[src/rtl/mem_access.sv]
// Memory-access stage: issues one DCache request per load/store, aligns load data, registers the WB result.
// Optional macro MEM_LOAD_BYPASS_EN muxes the response-cycle load data straight to WB/forwarding.
module mem_access (
  input  logic        clk,
  input  logic        rst,
  input  logic        flush,
  input  logic        advance,
  output logic        advance_ready,
  input  logic        ex_valid,
  input  logic        ex_load,
  input  logic        ex_store,
  input  logic [1:0]  ex_size,
  input  logic        ex_unsigned,
  input  logic [31:0] ex_addr,
  input  logic [31:0] ex_store_data,
  input  logic        ex_excp,
  input  logic        ex_wreg,
  input  logic [4:0]  ex_waddr,
  input  logic [31:0] ex_wdata,
  output logic        dcache_req_valid,
  input  logic        dcache_req_ready,
  output logic        dcache_req_we,
  output logic [31:0] dcache_req_addr,
  output logic [3:0]  dcache_req_wstrb,
  output logic [31:0] dcache_req_wdata,
  input  logic        dcache_resp_valid,
  input  logic [31:0] dcache_resp_data,
  output logic        wb_valid,
  output logic        wb_wreg,
  output logic [4:0]  wb_waddr,
  output logic [31:0] wb_wdata,
  output logic        fwd_valid,
  output logic        fwd_data_valid,
  output logic [4:0]  fwd_waddr,
  output logic [31:0] fwd_wdata
);

`ifdef MEM_LOAD_BYPASS_EN
  localparam logic BYPASS = 1'b1;
`else
  localparam logic BYPASS = 1'b0;
`endif

  // Handshake: a request transfers on a cycle where dcache_req_valid and
  // dcache_req_ready are both high; once raised, valid and all request fields
  // stay stable until that cycle (the EX buffer is held by advance_ready = 0).
  typedef enum logic [2:0] {IDLE, REQ, WAIT_RESP, DONE, DRAIN} state_t;
  state_t state;

  logic        mem_op;
  logic        req_fire;
  logic        store_acc;
  logic        load_acc;
  logic        resp_now;
  logic        load_avail;
  logic [7:0]  byte_sel;
  logic [15:0] half_sel;
  logic [31:0] load_aligned;
  logic [31:0] load_hold;
  logic [31:0] load_data;
  logic [31:0] result;
  logic [3:0]  wstrb;
  logic [31:0] wdata_rep;

  assign mem_op    = ex_valid & (ex_load | ex_store) & ~ex_excp;
  // Flush withdraws an unaccepted request so nothing is issued for a dead instruction.
  assign dcache_req_valid = mem_op & ((state == IDLE) | (state == REQ)) & ~flush;
  assign req_fire  = dcache_req_valid & dcache_req_ready;
  assign store_acc = req_fire & ex_store;
  assign load_acc  = req_fire & ~ex_store;
  assign resp_now  = (state == WAIT_RESP) & dcache_resp_valid;

  always_comb begin
    wstrb     = 4'hF;
    wdata_rep = ex_store_data;
    case (ex_size)
      2'd0: begin
        wstrb     = 4'b0001 << ex_addr[1:0];
        wdata_rep = {4{ex_store_data[7:0]}};
      end
      2'd1: begin
        wstrb     = 4'b0011 << {ex_addr[1], 1'b0};
        wdata_rep = {2{ex_store_data[15:0]}};
      end
      default: begin
        wstrb     = 4'hF;
        wdata_rep = ex_store_data;
      end
    endcase
  end

  assign dcache_req_we    = dcache_req_valid & ex_store;
  assign dcache_req_addr  = dcache_req_valid ? {ex_addr[31:2], 2'b00} : 32'h0;
  assign dcache_req_wstrb = dcache_req_we ? wstrb : 4'h0;
  assign dcache_req_wdata = dcache_req_we ? wdata_rep : 32'h0;

  assign byte_sel = dcache_resp_data[{ex_addr[1:0], 3'b000} +: 8];
  assign half_sel = ex_addr[1] ? dcache_resp_data[31:16] : dcache_resp_data[15:0];

  always_comb begin
    load_aligned = dcache_resp_data;
    case (ex_size)
      2'd0:    load_aligned = {{24{~ex_unsigned & byte_sel[7]}}, byte_sel};
      2'd1:    load_aligned = {{16{~ex_unsigned & half_sel[15]}}, half_sel};
      default: load_aligned = dcache_resp_data;
    endcase
  end

  assign load_data  = (BYPASS & resp_now) ? load_aligned : load_hold;
  assign load_avail = (state == DONE) | (BYPASS & resp_now);
  assign result     = (ex_load & ~ex_excp) ? load_data : ex_wdata;

  assign advance_ready = (state != DRAIN) &
                         (~mem_op | (state == DONE) | store_acc | (BYPASS & resp_now));

  assign fwd_valid      = ex_valid & ex_wreg;
  assign fwd_data_valid = ~ex_load | ex_excp | load_avail;
  assign fwd_waddr      = ex_waddr;
  assign fwd_wdata      = result;

  always_ff @(posedge clk) begin
    if (rst) begin
      state     <= IDLE;
      load_hold <= 32'h0;
      wb_valid  <= 1'b0;
      wb_wreg   <= 1'b0;
      wb_waddr  <= 5'h0;
      wb_wdata  <= 32'h0;
    end else begin
      if (resp_now) load_hold <= load_aligned;

      if (flush) begin
        wb_valid <= 1'b0;
        wb_wreg  <= 1'b0;
        wb_waddr <= 5'h0;
        wb_wdata <= 32'h0;
      end else if (advance) begin
        wb_valid <= ex_valid;
        wb_wreg  <= ex_wreg & ~ex_excp;
        wb_waddr <= ex_waddr;
        wb_wdata <= result;
      end

      case (state)
        IDLE, REQ: begin
          if (flush)          state <= IDLE;
          else if (store_acc) state <= advance ? IDLE : DONE;
          else if (load_acc)  state <= WAIT_RESP;
          else if (mem_op)    state <= REQ;
          else                state <= IDLE;
        end
        WAIT_RESP: begin
          if (dcache_resp_valid) begin
            if (flush | (BYPASS & advance)) state <= IDLE;
            else                            state <= DONE;
          end else if (flush) begin
            state <= DRAIN;
          end
        end
        DONE: begin
          if (flush | advance) state <= IDLE;
        end
        DRAIN: begin
          // The late response belongs to a flushed load and is dropped.
          if (dcache_resp_valid) state <= IDLE;
        end
        default: state <= IDLE;
      endcase
    end
  end

endmodule

[config.mk]
export PLATFORM = sky130hd
export DESIGN_NAME = mem_access
export DESIGN_NICKNAME = d
export VERILOG_FILES = /design/src/rtl/mem_access.sv
export SDC_FILE = /design/constraint.sdc
export NUM_CORES = 1
export LEC_CHECK = 0
export ABC_AREA = 0
export CAP_MARGIN = 20
export CORE_MARGIN = 2
export CORE_UTILIZATION = 33
export CTS_BUF_LIST = sky130_fd_sc_hd__clkbuf_4 sky130_fd_sc_hd__clkbuf_8
export DETAILED_ROUTE_END_ITERATION = 10
export PLACE_DENSITY = 0.78
export REMOVE_ABC_BUFFERS = 1
export SLEW_MARGIN = 20
export SYNTH_ARGS = -nofsm -noshare
export SYNTH_HDL_FRONTEND = slang
export SYNTH_SLANG_ARGS = --single-unit
export TNS_END_PERCENT = 30
[constraint.sdc]
create_clock -name clk -period 1.49 [get_ports clk]
set_input_delay 0.149 -clock clk [delete_from_list [all_inputs] [get_ports clk]]
set_output_delay 0.149 -clock clk [all_outputs]
set_load 0.1 [all_outputs]
==> impl_metrics.toml <==
[status]
outcome = "complete, but fails checks"
violations = "setup timing"

[cts]
cts_buffer_depth = 2
clk-insertion-delay-late_ns = 0.36
cts_hold_buffers = 0
path_clk_slew_ns = 0.08
htree_levels = 3
clock-root-buffer = "clkbuf_8"
cts_tree = "yes"
tritoncts_num_sinks = 74
numCtsBuffers = 9

[floorplan]
num_io_pins = 296
fp.dieH_um = 120
num_rows = 42
fp.coreArea_um2 = 13100
start_util = 0.335
die_w_um = 120
dieArea_um2 = 14300

[synth]
post-synth-top-area-cell = "dfxtp_1"
yosys.cell_count.top_type = "nor2_1"
synth-seq-cells = 74
synth_top_area_frac = 0.336
syn-cell-area_um2 = 4400
async_flop_share = 0
yosys_most_used_dff = "dfxtp_1"
synth_edf_count = 0
seq_area_frac_synth = 0.336
syn_area_per_cell_um2 = 8.25
synth_common_cells = "92 x nor2_1, 74 x dfxtp_1, 56 x mux2i_1"
syn_inst = 534
yosysWarnings = 0
ys_top_cells_by_area = "dfxtp_1 34%, mux2i_1 13%, mux2_2 8.2%"
synthDistinctLibCells = 45

[power_and_ir_drop]
power_mw = 6.97
power_switching_mw = 2.51
leakagePower_nw = 4.26
intPower_mw = 4.46
share_comb_of_total_power = 0.433
switching_share = 0.361
ir_worst_vdd_mv = 0.385
seqPwrFrac = 0.295
powerDensity_nw_per_um2 = 679
clockPowerShare = 0.271

[placed_design]
placed_cells = 1015
gp_congestion = 0.915
port_buffers = 293
pre_cts_slack_ns = -0.565
hpwl_mm = 15.7

[global_routing]
grt_max_degree = 37
grt_pass1_wl_mm = 32.9
grt_overflow = 0
grt_pass1_vias = 5927
antenna_found_initial = 1
grt_use_total = 0.296

[detailed_routing]
viasPerCell = 5.32
drt_first_pass_iters = 5
avgRoutedWirePerCell_um = 20.7
ant_nets = 0
drc = 0
drt-total-wl_mm = 21.5
via_count = 5534
first_iter_violations = 292

[timing]
maxSlewViolCount = 0
final.period_utilization = 1.28
fmax_mhz = 524
hold_viol = 0
fin_ws_ns = -0.417
fin_worst_skew_ns = 0.00862
setup_viol = 76
rsz0062_at_grt = "yes"
finalCriticalPeriod_ns = 1.91
whs_ns = 0.153

[worst_setup_path]
criticalPathCategory = "flop to output port"
cp_data_required_time_ns = 1.34
crit_fanout = 26
worstPathArrival_ns = 1.76
critPathLaunchType = "flop"
endpoint_kind = "output port"

[cells_and_area]
drive_above_1_share = 0.431
nets = 1006
final_cells = 1040
final_util = 0.782
syn2layout_area_growth_pct = 133

[run]
maxCapViolCount = 0

[hold_path]
hp-class = "input pin to flop"
layout make-up:
class / count / area (µm²)
Multi-Input combinational cell: 407 / 3150
Fill cell: 798 / 2870
Clock inverter: 5 / 103
Antenna cell: 1 / 2.50
Sequential cell: 74 / 1480
Tap cell: 176 / 220
Clock buffer: 10 / 138
Inverter: 4 / 17.5
Timing Repair Buffer: 363 / 5160
per-layer routing:
layer  up-vias  share of wire  track usage
met2       324           0.54        0.561
met1      2642           0.34        0.307
met3        62          0.083       0.0756
met5         -              0            0
li1       2506              -            -
met4         0          0.035        0.127
sequential cells by signal, indices dropped and copies added (netlist names):
register and cells:
wb_wdata 32, wb_valid 1, state 3, load_data 32
wb_wreg 1, wb_waddr 5
worst max-delay path, cell delays in order (launching register included):
cell	delay, ns
dfxtp_2	0.34
nor3_4	0.18
buf_6	0.13
nand3_4	0.12
buf_12	0.23
a21oi_2	0.18
buf_12	0.20
final timing paths:
kind                          endpoint  slack [ns]  depth (start not counted)         start
setup / recovery  dcache_req_wdata[15]       -0.42                          6      state[1]
hold / removal                 wb_wreg        0.15                          4       ex_excp
hold reg to reg           load_data[3]        0.48                          2  load_data[3]
setup reg to reg          load_data[6]       -0.12                          6      state[2]
cell families (layout without fill, tap and decap cells):
kind of cell | count (synthesis) | count (layout) | synth area share
other | 1 | 3 | 0.000851
AOI/OAI and AO/OA | 112 | 112 | 0.174
DFF | 74 | 74 | 0.336
buffers and inverters | 54 | 382 | 0.0577
and+or+nand+nor | 204 | 204 | 0.217
muxes | 89 | 89 | 0.214
per-stage QoR:
step           TNS, ns  area (µm²)
2_1_floorplan  -176.00        4170
3_3_place_gp    -62.09        9320
3_5_place_dp    -68.27        9320
4_1_cts         -24.39       10200
5_1_grt         -31.31       10300
6_report        -26.52       10300
placed cells by master (no fill, tap or decap), types with 3 or more instances in the layout:
cell type          n
clkbuf_8          10
and2_4            38
a211o_1            6
nor2_1            73
o21ai_0            5
mux2i_1           56
nand2_1           41
nor2b_1           10
a21oi_2           15
a22o_1             7
buf_12           154
a211oi_1          27
nor2_4             6
buf_4             48
dlygate4sd2_1      3
dfxtp_1           72
mux2_2             5
buf_16             4
o21ai_1            6
clkdlybuf4s50_1  136
nor2_2            13
bufinv_16          3
a22oi_1            7
o22ai_1            7
a211oi_2           8
a21oi_1           13
dlymetal6s2s_1     3
buf_6              9
mux2_4            27
power groups by stage:
stage | Clock, mW | Combinational, mW | Sequential (mW)
after global placement | 0 | 2.75 | 2.10
final | 1.89 | 3.02 | 2.06
after global routing | 2.01 | 3.11 | 2.06
after detailed placement | 0 | 2.79 | 2.10
after CTS | 1.92 | 2.98 | 2.06
after floorplan | 0 | 1.17 | 2.30
repair_timing:
action                     in CTS  in global routing
setup buffers                   4                  0
hold endpoints to repair        0                  0
cloned                          5                  0
setup endpoints to repair     139                109
gates resized for setup       146                 31
pin swaps                      26                 16
No activity file was read; power rests on OpenSTA's default activity.
